$ cat src/rtl/mem_stage_pkg.sv
// Shared definitions for the memory-access stage: load/store info bit layout and FSM encoding.
// Optional feature macro used by this slice: MEM_MISALIGN_EXCP_EN.
package mem_stage_pkg;

    localparam int XLEN             = 32;
    localparam int LD_ST_INFO_WIDTH = 5;

    // ld_st_info layout: {unsigned, size[1:0], store, load}
    localparam int LS_LOAD     = 0;
    localparam int LS_STORE    = 1;
    localparam int LS_SIZE_LSB = 2;
    localparam int LS_UNSIGNED = 4;

    localparam logic [1:0] LS_SIZE_B = 2'b00;
    localparam logic [1:0] LS_SIZE_H = 2'b01;
    localparam logic [1:0] LS_SIZE_W = 2'b10;

    typedef enum logic [2:0] {
        ST_IDLE  = 3'd0,
        ST_REQ   = 3'd1,
        ST_WAIT  = 3'd2,
        ST_DONE  = 3'd3,
        ST_DRAIN = 3'd4
    } mem_state_e;

    function automatic logic [1:0] ls_size(input logic [LD_ST_INFO_WIDTH-1:0] info);
        return info[LS_SIZE_LSB +: 2];
    endfunction

endpackage

$ cat src/rtl/lsu_align.sv
// Combinational lane logic: byte enables, store-data replication and load extraction/extension.
// Addresses are treated at natural alignment (low bits below the access size are ignored).
module lsu_align
    import mem_stage_pkg::*;
(
    input  logic [1:0]      i_addr_lo,
    input  logic [1:0]      i_size,
    input  logic            i_unsigned,
    input  logic [XLEN-1:0] i_st_data,
    input  logic [XLEN-1:0] i_ld_raw,
    output logic [3:0]      o_be,
    output logic [XLEN-1:0] o_st_data,
    output logic [XLEN-1:0] o_ld_data
);

    logic [7:0]  w_byte;
    logic [15:0] w_half;

    assign w_byte = i_ld_raw[{i_addr_lo, 3'b000} +: 8];
    assign w_half = i_addr_lo[1] ? i_ld_raw[31:16] : i_ld_raw[15:0];

    // NOTE: every output gets a default before the case so no path leaves it unassigned (no latch).
    always_comb begin
        o_be      = 4'hF;
        o_st_data = i_st_data;
        o_ld_data = i_ld_raw;
        case (i_size)
            LS_SIZE_B: begin
                o_be      = 4'b0001 << i_addr_lo;
                o_st_data = {4{i_st_data[7:0]}};
                o_ld_data = i_unsigned ? {{(XLEN-8){1'b0}}, w_byte}
                                       : {{(XLEN-8){w_byte[7]}}, w_byte};
            end
            LS_SIZE_H: begin
                o_be      = 4'b0011 << {i_addr_lo[1], 1'b0};
                o_st_data = {2{i_st_data[15:0]}};
                o_ld_data = i_unsigned ? {{(XLEN-16){1'b0}}, w_half}
                                       : {{(XLEN-16){w_half[15]}}, w_half};
            end
            LS_SIZE_W: ;
            default: ;
        endcase
    end

endmodule

$ cat src/rtl/mem_stage.sv
// Memory-access pipeline stage: registers execute results, runs the data-bus request/grant/response
// FSM, aligns load data and hands off to write-back. Optional misalign traps: MEM_MISALIGN_EXCP_EN.
module mem_stage
    import mem_stage_pkg::*;
(
    input  logic                        clk,
    input  logic                        rst,
    input  logic                        mem_flush_i,
    input  logic                        EX_valid_i,
    output logic                        MEM_ready_o,
    output logic                        MEM_valid_o,
    input  logic                        WB_ready_i,
    input  logic [XLEN-1:0]             EX_pc_i,
    input  logic [XLEN-1:0]             EX_alu_res_i,
    input  logic [XLEN-1:0]             EX_rs2_rdata_i,
    input  logic [LD_ST_INFO_WIDTH-1:0] EX_ld_st_info_i,
    input  logic                        EX_rd_wen_i,
    input  logic [4:0]                  EX_rd_idx_i,
    input  logic                        EX_csr_wen_i,
    input  logic [11:0]                 EX_csr_idx_i,
    input  logic [5:0]                  EX_excp_i,
    output logic                        dbus_req_o,
    output logic                        dbus_we_o,
    output logic [XLEN-1:0]             dbus_addr_o,
    output logic [XLEN-1:0]             dbus_wdata_o,
    output logic [3:0]                  dbus_be_o,
    input  logic                        dbus_gnt_i,
    input  logic                        dbus_rvalid_i,
    input  logic                        dbus_err_i,
    input  logic [XLEN-1:0]             dbus_rdata_i,
    output logic                        MEM_rd_wen_o,
    output logic [4:0]                  MEM_rd_idx_o,
    output logic [XLEN-1:0]             MEM_alu_res_o,
    output logic                        MEM_op_load_o,
    output logic [XLEN-1:0]             MEM_rd_wdata_o,
    output logic                        MEM_ld_err_o,
    output logic                        MEM_st_err_o,
`ifdef MEM_MISALIGN_EXCP_EN
    output logic                        MEM_ld_misalign_o,
    output logic                        MEM_st_misalign_o,
`endif
    output logic [XLEN-1:0]             MEM_pc_o,
    output logic                        MEM_csr_wen_o,
    output logic [11:0]                 MEM_csr_idx_o,
    output logic [5:0]                  MEM_excp_o
);

    logic                        r_valid;
    mem_state_e                  r_state;
    logic [XLEN-1:0]             r_pc;
    logic [XLEN-1:0]             r_alu_res;
    logic [XLEN-1:0]             r_rs2;
    logic [XLEN-1:0]             r_rdata;
    logic [LD_ST_INFO_WIDTH-1:0] r_info;
    logic                        r_rd_wen;
    logic [4:0]                  r_rd_idx;
    logic                        r_csr_wen;
    logic [11:0]                 r_csr_idx;
    logic [5:0]                  r_excp;
    logic                        r_err;

    logic                        w_is_mem;
    logic                        w_req;
    logic                        w_fault;
    mem_state_e                  w_capture_state;
    logic [3:0]                  w_be;
    logic [XLEN-1:0]             w_st_data;
    logic [XLEN-1:0]             w_ld_data;

    assign w_is_mem = EX_ld_st_info_i[LS_LOAD] | EX_ld_st_info_i[LS_STORE];

`ifdef MEM_MISALIGN_EXCP_EN
    logic r_misalign;
    logic w_misalign;
    logic [1:0] w_ex_size;

    assign w_ex_size  = ls_size(EX_ld_st_info_i);
    assign w_misalign = w_is_mem &&
                        ((w_ex_size == LS_SIZE_H && EX_alu_res_i[0]) ||
                         (w_ex_size == LS_SIZE_W && EX_alu_res_i[1:0] != 2'b00));
    // A misaligned access never touches the bus; it completes as a trap.
    assign w_capture_state   = (w_is_mem && !w_misalign) ? ST_REQ : ST_DONE;
    assign w_fault           = r_err | r_misalign;
    assign MEM_ld_misalign_o = r_valid && r_misalign && r_info[LS_LOAD];
    assign MEM_st_misalign_o = r_valid && r_misalign && r_info[LS_STORE];
`else
    assign w_capture_state = w_is_mem ? ST_REQ : ST_DONE;
    assign w_fault         = r_err;
`endif

    assign w_req       = r_valid && (r_state == ST_REQ);
    assign MEM_valid_o = r_valid && (r_state == ST_DONE) && !mem_flush_i;
    assign MEM_ready_o = (r_state != ST_DRAIN) && (!r_valid || (MEM_valid_o && WB_ready_i));

    lsu_align u_align (
        .i_addr_lo  (r_alu_res[1:0]),
        .i_size     (ls_size(r_info)),
        .i_unsigned (r_info[LS_UNSIGNED]),
        .i_st_data  (r_rs2),
        .i_ld_raw   (r_rdata),
        .o_be       (w_be),
        .o_st_data  (w_st_data),
        .o_ld_data  (w_ld_data)
    );

    assign dbus_req_o   = w_req;
    assign dbus_we_o    = w_req && r_info[LS_STORE];
    assign dbus_addr_o  = w_req ? {r_alu_res[XLEN-1:2], 2'b00} : '0;
    assign dbus_wdata_o = w_req ? w_st_data : '0;
    assign dbus_be_o    = w_req ? w_be : '0;

    // Forwarding fields are live as soon as the instruction is held, whatever the FSM is doing.
    assign MEM_rd_wen_o   = r_valid && r_rd_wen && !w_fault;
    assign MEM_rd_idx_o   = r_valid ? r_rd_idx : '0;
    assign MEM_alu_res_o  = r_valid ? r_alu_res : '0;
    assign MEM_op_load_o  = r_valid && r_info[LS_LOAD];
    assign MEM_rd_wdata_o = !r_valid ? '0 : (r_info[LS_LOAD] ? w_ld_data : r_alu_res);
    assign MEM_ld_err_o   = r_valid && r_err && r_info[LS_LOAD];
    assign MEM_st_err_o   = r_valid && r_err && r_info[LS_STORE];
    assign MEM_pc_o       = r_valid ? r_pc : '0;
    assign MEM_csr_wen_o  = r_valid && r_csr_wen;
    assign MEM_csr_idx_o  = r_valid ? r_csr_idx : '0;
    assign MEM_excp_o     = r_valid ? r_excp : '0;

    // NOTE: state is updated with non-blocking assignments so every register samples pre-edge values.
    always_ff @(posedge clk or posedge rst) begin
        if (rst) begin
            r_valid   <= 1'b0;
            r_state   <= ST_IDLE;
            r_pc      <= '0;
            r_alu_res <= '0;
            r_rs2     <= '0;
            r_rdata   <= '0;
            r_info    <= '0;
            r_rd_wen  <= 1'b0;
            r_rd_idx  <= '0;
            r_csr_wen <= 1'b0;
            r_csr_idx <= '0;
            r_excp    <= '0;
            r_err     <= 1'b0;
`ifdef MEM_MISALIGN_EXCP_EN
            r_misalign <= 1'b0;
`endif
        end else if (MEM_ready_o) begin
            r_valid <= EX_valid_i;
            if (EX_valid_i) begin
                r_state   <= w_capture_state;
                r_pc      <= EX_pc_i;
                r_alu_res <= EX_alu_res_i;
                r_rs2     <= EX_rs2_rdata_i;
                r_rdata   <= '0;
                r_info    <= EX_ld_st_info_i;
                r_rd_wen  <= EX_rd_wen_i;
                r_rd_idx  <= EX_rd_idx_i;
                r_csr_wen <= EX_csr_wen_i;
                r_csr_idx <= EX_csr_idx_i;
                r_excp    <= EX_excp_i;
                r_err     <= 1'b0;
`ifdef MEM_MISALIGN_EXCP_EN
                r_misalign <= w_misalign;
`endif
            end else begin
                r_state <= ST_IDLE;
            end
        end else begin
            case (r_state)
                ST_REQ: begin
                    if (mem_flush_i) begin
                        // A grant in the flush cycle means a response is still owed.
                        r_valid <= 1'b0;
                        r_state <= dbus_gnt_i ? ST_DRAIN : ST_IDLE;
                    end else if (dbus_gnt_i) begin
                        r_state <= ST_WAIT;
                    end
                end
                ST_WAIT: begin
                    if (mem_flush_i) begin
                        r_valid <= 1'b0;
                        r_state <= dbus_rvalid_i ? ST_IDLE : ST_DRAIN;
                    end else if (dbus_rvalid_i) begin
                        r_rdata <= dbus_rdata_i;
                        r_err   <= dbus_err_i;
                        r_state <= ST_DONE;
                    end
                end
                ST_DONE: begin
                    if (mem_flush_i) begin
                        r_valid <= 1'b0;
                        r_state <= ST_IDLE;
                    end
                end
                ST_DRAIN: begin
                    if (dbus_rvalid_i) begin
                        r_state <= ST_IDLE;
                    end
                end
                default: ;
            endcase
        end
    end

endmodule

$ cat config.mk
export PLATFORM = sky130hd
export DESIGN_NAME = mem_stage
export DESIGN_NICKNAME = d
export VERILOG_FILES = /design/src/rtl/mem_stage_pkg.sv /design/src/rtl/lsu_align.sv /design/src/rtl/mem_stage.sv
export SDC_FILE = /design/constraint.sdc
export NUM_CORES = 1
export LEC_CHECK = 0
export BUFFER_PORTS_ARGS = -buffer_cell sky130_fd_sc_hd__buf_4
export CORE_AREA = 2 2 139 141
export CTS_CLUSTER_SIZE = 12
export DETAILED_ROUTE_END_ITERATION = 7
export DIE_AREA = 0 0 141 143
export GPL_TIMING_DRIVEN = 0
export PLACE_DENSITY_LB_ADDON = 0.05
export SLEW_MARGIN = 20
export SYNTH_ARGS = -nofsm -noshare
export SYNTH_HDL_FRONTEND = slang
export SYNTH_SLANG_ARGS = --single-unit
$ cat constraint.sdc
create_clock -name clk -period 7.3 [get_ports clk]
set_input_delay 1.095 -clock clk [delete_from_list [all_inputs] [get_ports clk]]
set_output_delay 1.095 -clock clk [all_outputs]
set_load 0.005 [all_outputs]
==> Yosys cells after proc, flatten, opt, wreduce, memory -nomap -nowiden <==
Index checks and enable logic that the tools add are counted.
{ "totals": {"ff_bits": 163, "latch_bits": 0, "mem_bits_rw": 0, "rom_bits": 0, "in_bits": 166, "out_inout_bits": 196, "wordCells": 98, "memories": 0} }
{ "op_classes": {"addsub": 0, "n_mul": 0, "div_mod_pow": 0, "magnitude_cmp": 0, "n_eq_ne": 12, "shift": 3, "n_mux": 41, "bitwise": 1, "n_reduce_logical": 28} }
{ "op_table": {"columns": ["op", "count"], "rows": [
  ["$mux 32", 13],
  ["$pmux 32 s2", 2],
  ["$shiftx 32x6->8", 1],
  ["$mux 3", 9],
  ["$mux 16", 1],
  ["$logic_and 1x1->1", 13],
  ["$mux 12", 1],
  ["$pmux 3 s4", 1],
  ["$ne 3x3->1 const B", 3],
  ["$mux 1", 8],
  ["$ne 4x4->1 const B", 2],
  ["$pmux 4 s2", 1],
  ["$reduce_bool 2->1", 4],
  ["$eq 3x2->1 const B", 2],
  ["$mux 6", 1],
  ["$mux 5", 1],
  ["$reduce_and 5->1", 1],
  ["$reduce_bool 5->1", 1],
  ["$mux 2", 2],
  ["$mux 4", 1],
  ["$reduce_and 2->1", 2],
  ["$reduce_and 4->1", 1],
  ["$shl 1x2->4 const A", 1],
  ["$shl 2x2->4 const A", 1],
  ["10 further kinds", 12]
]} }

==> Longest topological paths before layout <==
{ "depth": {"depth_word": 8, "depth_mapped": 8, "mapped_depth_nobuf": 5} }

==> Hierarchy <==
A second synthesis with hierarchy kept.
{ "hier_totals": {"hier_cells": 1137, "area_unflattened_um2": 9275.1} }
{ "modules_own_cells": {"columns": ["mod", "instances", "cells_each", "area_each_um2", "seq_area_each_um2"], "rows": [
  ["mem_stage", 1, 966, 7983.9, 4078.9],
  ["lsu_align", 1, 171, 1291.2, 0.0]
]} }

==> Least setup slack after synthesis <==
OpenSTA, ideal clock, no wires.
{ "synth_timing": {"path_type": "register -> output", "start": "reg r_alu_res[0]", "end": "out MEM_rd_wdata_o[21]", "t_arrival_ns": 1.811, "required_time_ns": 6.205, "path_slack_ns": 4.394, "path_stages_with_launch": 7, "n_path_buf": 2, "cell_sequence": "dfrtp_1 -> clkbuf_1 -> mux4_2 -> nand2b_1 -> a41o_1 -> clkbuf_1 -> nor2_1"} }
{ "synth_between": {"elab_chain_len": 5} }
{ "synth_rtl": {"columns": ["item", "line_no", "source"], "rows": [
  ["start: declaration", "mem_stage.sv:51", "logic [XLEN-1:0] r_alu_res;"],
  ["start signal: assignment", "mem_stage.sv:149", "r_alu_res <= EX_alu_res_i;"],
  ["$shiftx 32x6->8", "lsu_align.sv:19", "assign w_byte = i_ld_raw[{i_addr_lo, 3'b000} +: 8];"],
  ["$mux 32", "lsu_align.sv:31", "o_ld_data = i_unsigned ? {{(XLEN-8){1'b0}}, w_byte}"],
  ["$pmux 32 s2", "lsu_align.sv:27", "case (i_size)"],
  ["$mux 32 (2 in a row)", "mem_stage.sv:117", "assign MEM_rd_wdata_o = !r_valid ? '0 : (r_info[LS_LOAD] ? w_ld_data : r_alu_res);"],
  ["end: declaration", "mem_stage.sv:35", "output logic [XLEN-1:0] MEM_rd_wdata_o,"]
]} }
Every way passes these cells.

==> Worst setup path in the final report <==
{ "layout_timing": {"start": "reg r_alu_res[0]", "end": "out MEM_rd_wdata_o[28]"} }
Same word-level chain as after synthesis.

==> results_dict.tcl <==
set metrics [dict create \
    critPathSlowestCell "mux4_2" \
    drtAntennaViolNets 0 \
    route.detailed.drc 0 \
    ctsRootBufferMaster "clkbuf_16" \
    switching_share_pct 35.97 \
    diodes 0 \
    gp_congestion 0.9490 \
    skew_ns 0.01140 \
    rr_startpoint "r_state[2]" \
    fin_ws_ns 3.310 \
    layout_min_cycle_time_ns 3.990 \
    grt_pass1_wl_microns 44890 \
    seqPwrFrac_pct 30.5 \
    layout_commonest_cell "buf_4" \
    p_comb_share_pct 52.3 \
    drt_iter0_drc 480 \
    crit_top_cell "clkbuf_1" \
    post-dp-hpwl_microns 22250 \
    cts_resized 0 \
    avgViaCountPerCell 5.264 \
    grt_pass1_vias 7815 \
    dr.pass1.iters 5 \
    status "completed" \
    yosys_warnings 0 \
    p_leak_nw 6.165 \
    crit_buf_inv 3 \
    syn_inst 832 \
    clockPowerShare_pct 17.2 \
    synth_edf_count 0 \
    yosysTopAreaCellShare_pct 45.02 \
    ys_top_cells_by_area "dfrtp_1 (45%), mux2_4 (17%), and2_1 (9.1%), nand2_1 (3.7%), o21ai_0 (3.6%)" \
    tightest_slew_ns 0.8269 \
    finalWirelength_microns 29330 \
    antenna_found_initial 0 \
    postCtsSetupRepairBufs 0 \
    final_cell_mix "buf_4 (362), dfrtp_1 (163), and2_1 (132)" \
    area_growth_pct 39.97 \
    finalSetupViolCount 0 \
    cts_hold_buf 0 \
    initial_core_util_pct 48.77 \
    synth_top_cell_by_area "dfrtp_1" \
    cp_slowest_stage_delay_ns 0.57 \
    crit_start "r_alu_res[0]" \
    synthArstFlopShare_pct 100.0 \
    p_per_area_nw_per_um2 418.0 \
    clock_sinks 163 \
    cp_top_family "buffers and inverters" \
    synth_seq_cells 163 \
    num_rows 50 \
    netlist-cell-type-count 45 \
    path_cells "clkbuf_1, mux4_2, nand2b_1, a41o_1, clkbuf_1, nor2_1, buf_4" \
    clk_latency_ns 0.43 \
    min_from "r_pc[24]" \
    fin_nets 1378 \
    hold_viol 0 \
    dieWidth_microns 141 \
    drive_gt1_share_pct 44.41 \
    num_io_pins 362 \
    port-buffer-count 359 \
    hp-class "reg2reg" \
    dp_slack_ns 3.759 \
    clockBufferDepth 2 \
    p_switching_w 0.001907 \
    seq_area_frac_synth_pct 45.02 \
    slew-limit-headroom_pct 44.87 \
    synthFlopType "dfrtp_1" \
    p_int_w 0.003395 \
    worstSetupPathType "reg2out" \
    die_area_sq_um 20160 \
    setup_tns_ns 0 \
    end_kind "output pin" \
    maxSlewViolCount 0 \
    cap_violations 0 \
    utilization_pct 68.26 \
    vias 7680 \
    required_ns 6.20 \
    grt_use_total_pct 29.33 \
    irDropWorstVdd_uv 229.2 \
    grt_overflow 0 \
    post_dp_cell_area_sq_um 12090 \
    syn_avg_cell_area_sq_um 10.89 \
    finalPower_w 0.005302 \
    grt_start_max_net_pins 95 \
    startpoint_type "flip-flop" \
    coreArea_sq_um 18580 \
    cts_inserted_buffers 17 \
    postLayoutCellArea_sq_um 12680 \
    period_share_pct 54.65 \
    max_clock_freq_mhz 250.7 \
    die_y_microns 143 \
    syn-cell-area_sq_um 9061 \
    arrival_ns 2.89 \
    cts.clk_slew.worst_paths_ns 0.07 \
    htreeDepth 4 \
    cts_tree "done" \
    post_drt_wl_per_cell_microns 20.10 \
    rsz0062_at_grt "no" \
    critPathMaxFanout 10 \
]
==> logic make-up (layout without fill, tap and decap cells) <==
logic type	after synthesis	after routing	synth area share [%]
AOI/OAI and AO/OA	141	141	9.279
buffers and inverters	72	464	5.454
muxes	151	151	22.71
other	1	2	0.04139
DFF	163	163	45.02
and+or+nand+nor	304	304	17.50
==> state kept, by name, summed over array words and instances, names as in the netlist <==
name	cells
r_alu_res	32
r_rd_wen	1
r_info	5
r_rs2	32
r_rd_idx	5
r_csr_wen	1
r_pc	32
r_valid	1
r_excp	6
r_rdata	32
r_state	3
r_csr_idx	12
r_err	1
==> path summary, 6_finish.rpt <==
path	cells past startpoint	slack [ns]	end
max in group asynchronous	3	5.78	r_rdata[23]
hold reg to reg	1	0.50	r_pc[24]
setup / recovery	7	3.31	MEM_rd_wdata_o[28]
setup reg to reg	8	4.88	r_rs2[26]
hold / removal	1	0.50	r_pc[24]
min in group asynchronous	2	0.72	r_pc[21]
==> through the flow <==
stage,hold slack (ns),std cells
global route,0.5163,1459
floorplan,0.4720,833
detailed placement,0.4856,1427
CTS,0.5027,1459
global placement,0.4816,1426
finish,0.4998,1459
==> final cells by class <==
class / instances / area [sq um]
Clock buffer: 21 / 470.5
Inverter: 5 / 26.28
Tap cell: 234 / 292.8
Clock inverter: 11 / 125.1
Fill cell: 1498 / 5897
Multi-Input combinational cell: 598 / 4492
Sequential cell: 163 / 4079
Buffer: 67 / 475.5
Timing Repair Buffer: 360 / 2723
==> power by group through the flow <==
stage	sequential, W	combinational, W	clock [W]
5_1_grt	0.00167	0.00301	0.000963
3_5_place_dp	0.00162	0.00278	0
4_1_cts	0.00161	0.00279	0.000925
2_1_floorplan	0.00150	0.00177	0
3_3_place_gp	0.00161	0.00274	0
6_report	0.00162	0.00278	0.000911
==> per-layer routing <==
layer	global-route usage, %	up-vias	routed length [microns]
met5	0	-	0
met4	8.947	0	607
met1	37.55	3722	12170
met2	48.16	310	14150
met3	8.954	41	2399
li1	-	3607	-
==> synthesized netlist by cell type, types with 3 or more instances <==
master,n
and2_1,132
buf_1,3
a21oi_1,28
buf_12,11
mux2i_1,23
nand3_1,3
o21ai_0,65
buf_6,3
nor2_1,53
clkbuf_1,46
a221oi_1,7
nand2b_1,3
buf_4,3
nor2b_1,6
mux2_4,100
inv_1,5
dfrtp_1,163
o22ai_1,16
nand2_1,90
a22oi_1,7
and3_1,3
mux2_2,27
a31oi_1,3
a22o_1,7
(Power assumes the default switching activity.)
